`src/rtl/bp_mem_sram_bridge.sv`:
```
// Memory-side endpoint: runs one packed mem command as 1..N word beats on a
// single-port synchronous SRAM and returns one packed mem response.
module bp_mem_sram_bridge #(
  parameter int paddr_width_p   = 40,
  parameter int block_width_p   = 512,
  parameter int word_width_p    = 64,
  parameter int payload_width_p = 16,
  parameter int sram_els_p      = 4096,
  localparam int msg_width_lp   = 4 + paddr_width_p + 3 + payload_width_p + block_width_p,
  localparam int sram_aw_lp     = $clog2(sram_els_p)
) (
  input  logic                      clk_i,
  input  logic                      reset_n_i,
  input  logic [msg_width_lp-1:0]   mem_cmd_i,
  input  logic                      mem_cmd_v_i,
  output logic                      mem_cmd_ready_o,
  output logic [msg_width_lp-1:0]   mem_resp_o,
  output logic                      mem_resp_v_o,
  input  logic                      mem_resp_yumi_i,
  output logic                      sram_v_o,
  output logic                      sram_w_o,
  output logic [sram_aw_lp-1:0]     sram_addr_o,
  output logic [word_width_p-1:0]   sram_data_o,
  output logic [word_width_p/8-1:0] sram_mask_o,
  input  logic [word_width_p-1:0]   sram_data_i
);

  localparam int word_bytes_lp    = word_width_p / 8;
  localparam int lg_word_bytes_lp = $clog2(word_bytes_lp);
  localparam int max_beats_lp     = block_width_p / word_width_p;
  localparam int lg_max_beats_lp  = $clog2(max_beats_lp);
  localparam int cnt_w_lp         = lg_max_beats_lp + 1;

  typedef enum logic [1:0] {S_IDLE, S_ACCESS, S_DRAIN, S_RESP} state_e;

  state_e                        r_state;
  logic [3:0]                    r_type;
  logic [paddr_width_p-1:0]      r_addr;
  logic [2:0]                    r_size;
  logic [payload_width_p-1:0]    r_payload;
  logic [block_width_p-1:0]      r_cmd_data;
  logic [block_width_p-1:0]      r_resp_data;
  logic [cnt_w_lp-1:0]           r_beats;
  logic [cnt_w_lp-1:0]           r_cnt;
  logic [lg_max_beats_lp-1:0]    r_cap_idx;
  logic [sram_aw_lp-1:0]         r_base;
  logic [lg_word_bytes_lp-1:0]   r_byte_off;
  logic                          r_rd_pend;
  logic                          r_ready;
  logic                          r_resp_v;
  logic                          r_sram_v;
  logic                          r_sram_w;
  logic [sram_aw_lp-1:0]         r_sram_addr;
  logic [word_width_p-1:0]       r_sram_data;
  logic [word_bytes_lp-1:0]      r_sram_mask;

  logic [3:0]                    w_cmd_type;
  logic [paddr_width_p-1:0]      w_cmd_addr;
  logic [2:0]                    w_cmd_size;
  logic [payload_width_p-1:0]    w_cmd_payload;
  logic [block_width_p-1:0]      w_cmd_data;
  logic [cnt_w_lp-1:0]           w_beats;
  logic [sram_aw_lp-1:0]         w_word_idx;
  logic [sram_aw_lp-1:0]         w_base;
  logic [lg_word_bytes_lp-1:0]   w_size_mask;
  logic [lg_word_bytes_lp-1:0]   w_byte_off;
  logic                          w_known;
  logic                          w_is_wr;
  logic [lg_max_beats_lp-1:0]    w_wr_idx;
  logic [word_width_p-1:0]       w_wr_word;
  logic [word_width_p-1:0]       w_wr_data;
  logic [word_bytes_lp-1:0]      w_mask;

  assign w_cmd_type    = mem_cmd_i[3:0];
  assign w_cmd_addr    = mem_cmd_i[4 +: paddr_width_p];
  assign w_cmd_size    = mem_cmd_i[4 + paddr_width_p +: 3];
  assign w_cmd_payload = mem_cmd_i[7 + paddr_width_p +: payload_width_p];
  assign w_cmd_data    = mem_cmd_i[7 + paddr_width_p + payload_width_p +: block_width_p];

  // Beat count of the incoming command, clamped so it never exceeds one block.
  always_comb begin
    w_beats = cnt_w_lp'(1);
    if (int'(w_cmd_size) > lg_word_bytes_lp) begin
      if (int'(w_cmd_size) - lg_word_bytes_lp >= lg_max_beats_lp) begin
        w_beats = cnt_w_lp'(max_beats_lp);
      end else begin
        w_beats = cnt_w_lp'(1) << (int'(w_cmd_size) - lg_word_bytes_lp);
      end
    end else begin
      w_beats = cnt_w_lp'(1);
    end
  end

  // Word index wraps modulo the SRAM depth by truncation; base and byte offset
  // are aligned down to the transfer size.
  assign w_word_idx  = w_cmd_addr[lg_word_bytes_lp +: sram_aw_lp];
  assign w_base      = w_word_idx & ~sram_aw_lp'(w_beats - cnt_w_lp'(1));
  assign w_size_mask = lg_word_bytes_lp'((32'd1 << w_cmd_size) - 32'd1);
  assign w_byte_off  = w_cmd_addr[lg_word_bytes_lp-1:0] & ~w_size_mask;

  assign w_known   = (r_type < 4'd4);
  assign w_is_wr   = r_type[0];
  assign w_wr_idx  = r_cnt[lg_max_beats_lp-1:0];
  assign w_wr_word = r_cmd_data[w_wr_idx*word_width_p +: word_width_p];
  // Sub-word writes move the low bytes onto their byte lanes.
  assign w_wr_data = w_wr_word << {r_byte_off, 3'b000};

  // Byte write mask for the current beat.
  always_comb begin
    w_mask = {word_bytes_lp{1'b1}};
    if (int'(r_size) < lg_word_bytes_lp) begin
      w_mask = word_bytes_lp'((32'd1 << (32'd1 << r_size)) - 32'd1) << r_byte_off;
    end else begin
      w_mask = {word_bytes_lp{1'b1}};
    end
  end

  // Bridge FSM: command latch, beat issue, read capture and response hold.
  always_ff @(posedge clk_i or negedge reset_n_i) begin
    if (!reset_n_i) begin
      r_state     <= S_IDLE;
      r_type      <= 4'd0;
      r_addr      <= '0;
      r_size      <= 3'd0;
      r_payload   <= '0;
      r_cmd_data  <= '0;
      r_resp_data <= '0;
      r_beats     <= '0;
      r_cnt       <= '0;
      r_cap_idx   <= '0;
      r_base      <= '0;
      r_byte_off  <= '0;
      r_rd_pend   <= 1'b0;
      r_ready     <= 1'b1;
      r_resp_v    <= 1'b0;
      r_sram_v    <= 1'b0;
      r_sram_w    <= 1'b0;
      r_sram_addr <= '0;
      r_sram_data <= '0;
      r_sram_mask <= '0;
    end else begin
      r_rd_pend <= r_sram_v & ~r_sram_w;
      if (r_rd_pend) begin
        r_resp_data[r_cap_idx*word_width_p +: word_width_p] <= sram_data_i;
        r_cap_idx <= r_cap_idx + lg_max_beats_lp'(1);
      end
      case (r_state)
        S_IDLE: begin
          r_sram_v <= 1'b0;
          if (mem_cmd_v_i) begin
            r_type      <= w_cmd_type;
            r_addr      <= w_cmd_addr;
            r_size      <= w_cmd_size;
            r_payload   <= w_cmd_payload;
            r_cmd_data  <= w_cmd_data;
            r_beats     <= w_beats;
            r_base      <= w_base;
            r_byte_off  <= w_byte_off;
            r_cnt       <= '0;
            r_cap_idx   <= '0;
            r_resp_data <= '0;
            r_ready     <= 1'b0;
            r_state     <= S_ACCESS;
          end else begin
            r_ready <= 1'b1;
          end
        end
        S_ACCESS: begin
          if (!w_known) begin
            r_sram_v <= 1'b0;
            r_resp_v <= 1'b1;
            r_state  <= S_RESP;
          end else if (r_cnt != r_beats) begin
            r_sram_v    <= 1'b1;
            r_sram_w    <= w_is_wr;
            r_sram_addr <= r_base + sram_aw_lp'(r_cnt);
            r_sram_data <= w_is_wr ? w_wr_data : '0;
            r_sram_mask <= w_is_wr ? w_mask : '0;
            r_cnt       <= r_cnt + cnt_w_lp'(1);
          end else begin
            r_sram_v <= 1'b0;
            if (w_is_wr) begin
              r_resp_v <= 1'b1;
              r_state  <= S_RESP;
            end else begin
              r_state <= S_DRAIN;
            end
          end
        end
        S_DRAIN: begin
          r_sram_v <= 1'b0;
          r_resp_v <= 1'b1;
          r_state  <= S_RESP;
        end
        S_RESP: begin
          r_sram_v <= 1'b0;
          if (mem_resp_yumi_i) begin
            r_resp_v <= 1'b0;
            r_ready  <= 1'b1;
            r_state  <= S_IDLE;
          end else begin
            r_resp_v <= 1'b1;
          end
        end
        default: begin
          r_sram_v <= 1'b0;
          r_resp_v <= 1'b0;
          r_ready  <= 1'b1;
          r_state  <= S_IDLE;
        end
      endcase
    end
  end

  assign mem_cmd_ready_o = r_ready;
  assign mem_resp_v_o    = r_resp_v;
  assign mem_resp_o      = {r_resp_data, r_payload, r_size, r_addr, r_type};
  assign sram_v_o        = r_sram_v;
  assign sram_w_o        = r_sram_w;
  assign sram_addr_o     = r_sram_addr;
  assign sram_data_o     = r_sram_data;
  assign sram_mask_o     = r_sram_mask;

endmodule

```
`config.mk`:
```
export PLATFORM = sky130hd
export DESIGN_NAME = bp_mem_sram_bridge
export DESIGN_NICKNAME = d
export VERILOG_FILES = /design/src/rtl/bp_mem_sram_bridge.sv
export SDC_FILE = /design/constraint.sdc
export NUM_CORES = 2
export LEC_CHECK = 0
export ABC_AREA = 1
export BUFFER_PORTS_ARGS = -buffer_cell sky130_fd_sc_hd__clkbuf_2
export CAP_MARGIN = 20
export CORE_AREA = 4 4 504 506
export CTS_BUF_LIST = sky130_fd_sc_hd__clkbuf_2
export DETAILED_ROUTE_END_ITERATION = 7
export DIE_AREA = 0 0 508 510
export HOLD_SLACK_MARGIN = 0.15
export SLEW_MARGIN = 30
export SYNTH_ARGS = -nofsm -noshare
export SYNTH_HDL_FRONTEND = slang
export SYNTH_SLANG_ARGS = --single-unit
```
`constraint.sdc`:
```
create_clock -name clk_i -period 3 [get_ports clk_i]
set_input_delay 0.15 -clock clk_i [delete_from_list [all_inputs] [get_ports clk_i]]
set_output_delay 0.15 -clock clk_i [all_outputs]
set_load 0.01 [all_outputs]
```
==> impl_metrics.yaml, run 1 <==
cts:
  cts_buffers: 354
  cts_setup_buffers: 0
  cts.htree.levels: 5
  cts_buffer_depth: 4
  root_buffer: "clkbuf_2"
  cts-resized-gates: 4
  cts.sinks: 1204
  hold_buffers: 2341
logic_synthesis:
  async_flop_share: 1.00
  postSynthCellCount: 6709
  synth_ff_type: "dfrtp_1"
  ys_ff_latch: 1204
  synth_top_family_by_area: "simple AND/OR/NAND/NOR gates"
  synth_fp_nets: 7374
  synth-xor-area-share: 0.00162
  yosysUniqueCellTypes: 39
  synth_mux_area_frac: 0
  synth-seq-area-share: 0.557
  syn-cell-area_mm2: 0.0541
  synth_edf_count: 0
  synth-adder-area-share: 0.00523
  synth_compound_area_frac: 0.134
  avgSynthCellArea_um2: 8.06
  ys_warn_count: 0
  synth-simple-area-share: 0.219
placement:
  place_congestion: 0.938
  placed_cells: 11100
  hpwl_mm: 231
  io_buffers: 1305
die:
  std_cell_rows: 184
  fp.dieW_um: 508
  pin_count: 1306
  die_h_um: 510
  start_util: 0.216
outcome:
  stop_stage: "clock tree synthesis"
  status: "stopped before the end"
  stop_error: "[ERROR RSZ-0060] Max buffer count reached."
[stage by stage]
stage	utilization	worst slack (ns)	hold WS (ns)	area, µm²
after floorplan	-	0.418	-0.146	54100
after global placement	0.262	0.313	0.123	65600
after detailed placement	0.262	0.278	0.120	65600
[cell usage after synthesis (all sizes together) (2+ instances only)]
library cell  instances  share of area
ha                   21         0.0049
o32ai                 2        0.00032
clkbuf              339          0.024
nor3                150          0.014
buf                 137          0.012
a311oi                2        0.00032
clkinv                2        0.00014
xnor2                 2        0.00032
nor2                533          0.037
o21ai              1043          0.096
nand3               584          0.054
inv                 689          0.048
dfrtp              1203           0.56
nand2              1608           0.11
or2                   3        0.00035
a21boi                8         0.0011
a21oi               293          0.027
o211ai               35         0.0049
o22ai                 6        0.00069
nand4                 7        0.00093
a31oi                20         0.0023
and2                  3        0.00035
a211oi                2        0.00028
xor2                  8         0.0013
o21a                  3        0.00042
[cell families after synthesis]
family / Yosys count
adders and majority gates: 22
and+or+nand+nor: 2888
DFF: 1204
AOI/OAI and AO/OA: 1417
other: 1
xor gates and xnor gates: 10
buffers and inverters: 1167
==> inputs of run 2 (changes only) <==
--- a/config.mk
+++ b/config.mk
@@ -8,11 +8,10 @@
 export ABC_AREA = 1
 export BUFFER_PORTS_ARGS = -buffer_cell sky130_fd_sc_hd__clkbuf_2
 export CAP_MARGIN = 20
-export CORE_AREA = 4 4 504 506
-export CTS_BUF_LIST = sky130_fd_sc_hd__clkbuf_2
+export CORE_AREA = 4 4 500 502
 export DETAILED_ROUTE_END_ITERATION = 7
-export DIE_AREA = 0 0 508 510
-export HOLD_SLACK_MARGIN = 0.15
+export DIE_AREA = 0 0 504 506
+export PLACE_DENSITY_LB_ADDON = 0.15
 export SLEW_MARGIN = 30
 export SYNTH_ARGS = -nofsm -noshare
 export SYNTH_HDL_FRONTEND = slang
==> impl_metrics.yaml, run 2 <==
logic_synthesis:
  yosysTopAreaCellShare: 0.556
  synth.area.top_cells: "dfrtp_1 56%, nand2_1 11%, o21ai_0 9.5%"
  ys_warn_count: 0
  ys_ff_latch: 1204
  yosysTopAreaCell: "dfrtp_1"
  synth_commonest_cells: "1608 x nand2_1, 1203 x dfrtp_1, 1028 x o21ai_0, 677 x inv_1, 583 x nand3_1"
  async_flop_share: 1.00
  synth.most_common_cell: "nand2_1"
  avgSynthCellArea_um2: 8.06
  synth_edf_count: 0
  synth_ff_type: "dfrtp_1"
  postSynthCellCount: 6709
  yosysUniqueCellTypes: 39
  synth-seq-area-share: 0.557
  synth_fp_nets: 7374
  syn-cell-area_mm2: 0.0541
global_route:
  grt.total_usage: 0.238
  grt-ovfl-total: 0
  grt_pass1_vias: 56000
  grt_antenna_before_repair: 23
  grt_first_pass_wirelength_mm: 438
  grt_max_degree: 209
drt:
  avgRoutedWirePerCell_um: 26.3
  drc: 0
  drt_iter0_markers: 4271
  dr.pass1.iters: 6
  dr_total_vias: 54200
  ant_nets: 0
  viasPerCell: 4.56
  drt-total-wl_mm: 312
die:
  start_util: 0.221
  std_cell_rows: 182
  pin_count: 1306
  die-area_mm2: 0.255
  core_mm2: 0.245
  fp.dieW_um: 504
  die_h_um: 506
outcome:
  status: "complete, no violations"
cts:
  clock_latency_ns: 0.82
  cts_buffers: 151
  clk_pin_slew_ns: 0.06
  cts_setup_buffers: 0
  cts_tree: "built"
  cts_buffer_depth: 3
  cts.sinks: 1204
  cts.htree.levels: 4
  root_buffer: "clkbuf_16"
sta:
  tns_ns: 0
  finalClockSkew_ns: 0.0337
  holdWs_ns: 0.0579
  fmax_mhz: 372
  setup-violations-final: 0
  setup_slack_ns: 0.311
  fin_crit_sh: 0.896
  layout_min_cycle_time_ns: 2.69
  hold_violations: 0
  slew_viol_final: 0
  maxSlewHeadroom: 0.234
  rsz0062_at_grt: "false"
  tightest_slew_ns: 1.15
worst_setup_path:
  critical-path-max-stage-delay_ns: 0.59
  startpoint: "r_state[1]"
  arrival_ns: 3.37
  r2r_slack_ns: 0.31
  critPathLaunchType: "flip-flop"
  required_ns: 3.68
  crit_path_top_delay_cell: "dlygate4sd3_1"
  ff2ff_path_depth: 7
  regToRegStartpoint: "r_state[1]"
  r2r-end: "r_byte_off[1]"
  worstSetupPathType: "flip-flop to flip-flop"
  cp_cell_sequence: "inv_1 > ha_1 > nand2_4 > inv_8 > buf_4 > o32ai_1 > dlygate4sd3_1"
  cp-end-kind: "flip-flop"
  crit_fanout: 33
  endpoint: "r_byte_off[1]"
power:
  p_per_area_mw_per_mm2: 925
  leakagePower_nw: 39.4
  vdd_ir_drop_max_uv: 554
min_path:
  min_from: "sram_data_i[10]"
  hp-class: "input pin to flip-flop"
placement:
  place_congestion: 0.877
  hpwl_mm: 237
  dp_slack_ns: 0.261
  io_buffers: 1305
job:
  cap_viol_max_count: 0
final_layout:
  area_growth_pct: 42.3
  nets: 9204
  drive_above_1_share: 0.206
  final_common_cell: "nand2_1"
  final_cell_mix: "1604 x nand2_1, 1304 x clkbuf_2, 1198 x dfrtp_1"
[run 2: kinds of logic (layout without fill, tap and decap cells)]
| group | Yosys count | in the layout | share of synthesized area |
|---|---|---|---|
| AO/OA/AOI/OAI | 1417 | 1417 | 0.134 |
| XOR/XNOR | 10 | 10 | 0.00162 |
| adder cells (fa/ha/maj) | 22 | 22 | 0.00523 |
| buffers and inverters | 1167 | 3113 | 0.0833 |
| flip-flops | 1204 | 1204 | 0.557 |
| other | 1 | 14 | 0.0000693 |
| AND/OR/NAND/NOR | 2888 | 2888 | 0.219 |
[run 2: cell type report]
| class | count | area [µm²] |
|---|---|---|
| Fill cell | 26000 | 168000 |
| Clock inverter | 40 | 621 |
| Sequential cell | 1204 | 30100 |
| Antenna cell | 13 | 32.5 |
| Tap cell | 3220 | 4030 |
| Clock buffer | 229 | 4450 |
| Timing Repair Buffer | 2153 | 15500 |
| Multi-Input combinational cell | 4338 | 19500 |
| Inverter | 691 | 2630 |
[run 2: repair_timing]
action | 4_1_cts | 5_1_grt
endpoints found under the hold margin | 1333 | 0
hold buffers | 642 | 0
gates resized for setup | 0 | 0
[run 2: how the worst min path moves through the flow]
| stage | endpoint | cells past startpoint | slack, ns |
|---|---|---|---|
| 6_report | r_resp_data[10] | 3 | 0.06 |
| 5_1_grt | r_resp_data[10] | 3 | 0.006 |
| 4_1_cts | r_addr[39] | 4 | 0.002 |
| 3_5_place_dp | sram_data_o[2] | 1 | 0.27 |
| 3_3_place_gp | sram_data_o[0] | 1 | 0.27 |
| 2_1_floorplan | mem_resp_v_o | 0 | -0.15 |
[run 2: per-layer routing]
layer,vias to the layer above,part of all wire,GRT usage
met2,1973,0.50,0.419
met4,4,0.042,0.0882
li1,25200,-,-
met1,26600,0.38,0.274
met3,400,0.074,0.0686
met5,-,0.000067,0
[run 2: metrics by stage]
stage                     std cells  power (mW)  utilization  area (µm²)
after floorplan                6709        38.0            -       54100
after global placement        11000        52.1        0.267       65400
after detailed placement      11000        52.2        0.267       65400
after CTS                     11900        72.2        0.314       76900
after global routing          11900        75.7        0.314       77000
final                         11900        71.2        0.314       77000
[run 2: critical path: cells and delay by family, from the launching register on]
family | cells | cell delay [ns]
AO/OA/AOI/OAI | 1 | 0.12
AND/OR/NAND/NOR | 1 | 0.24
flip-flops | 1 | 0.39
buffers and inverters | 4 | 1.52
adder cells (fa/ha/maj) | 1 | 0.25
[run 2: where the power goes]
| group | internal (mW) | total [mW] | leakage (nW) | switching [mW] |
|---|---|---|---|---|
| logic | 8.42 | 28.3 | 21.2 | 19.9 |
| registers | 21.5 | 23.9 | 15.8 | 2.46 |
| clock network | 10.9 | 18.9 | 2.47 | 8.00 |
| total | 40.8 | 71.2 | 39.4 | 30.4 |
(Power assumes the default switching activity.)
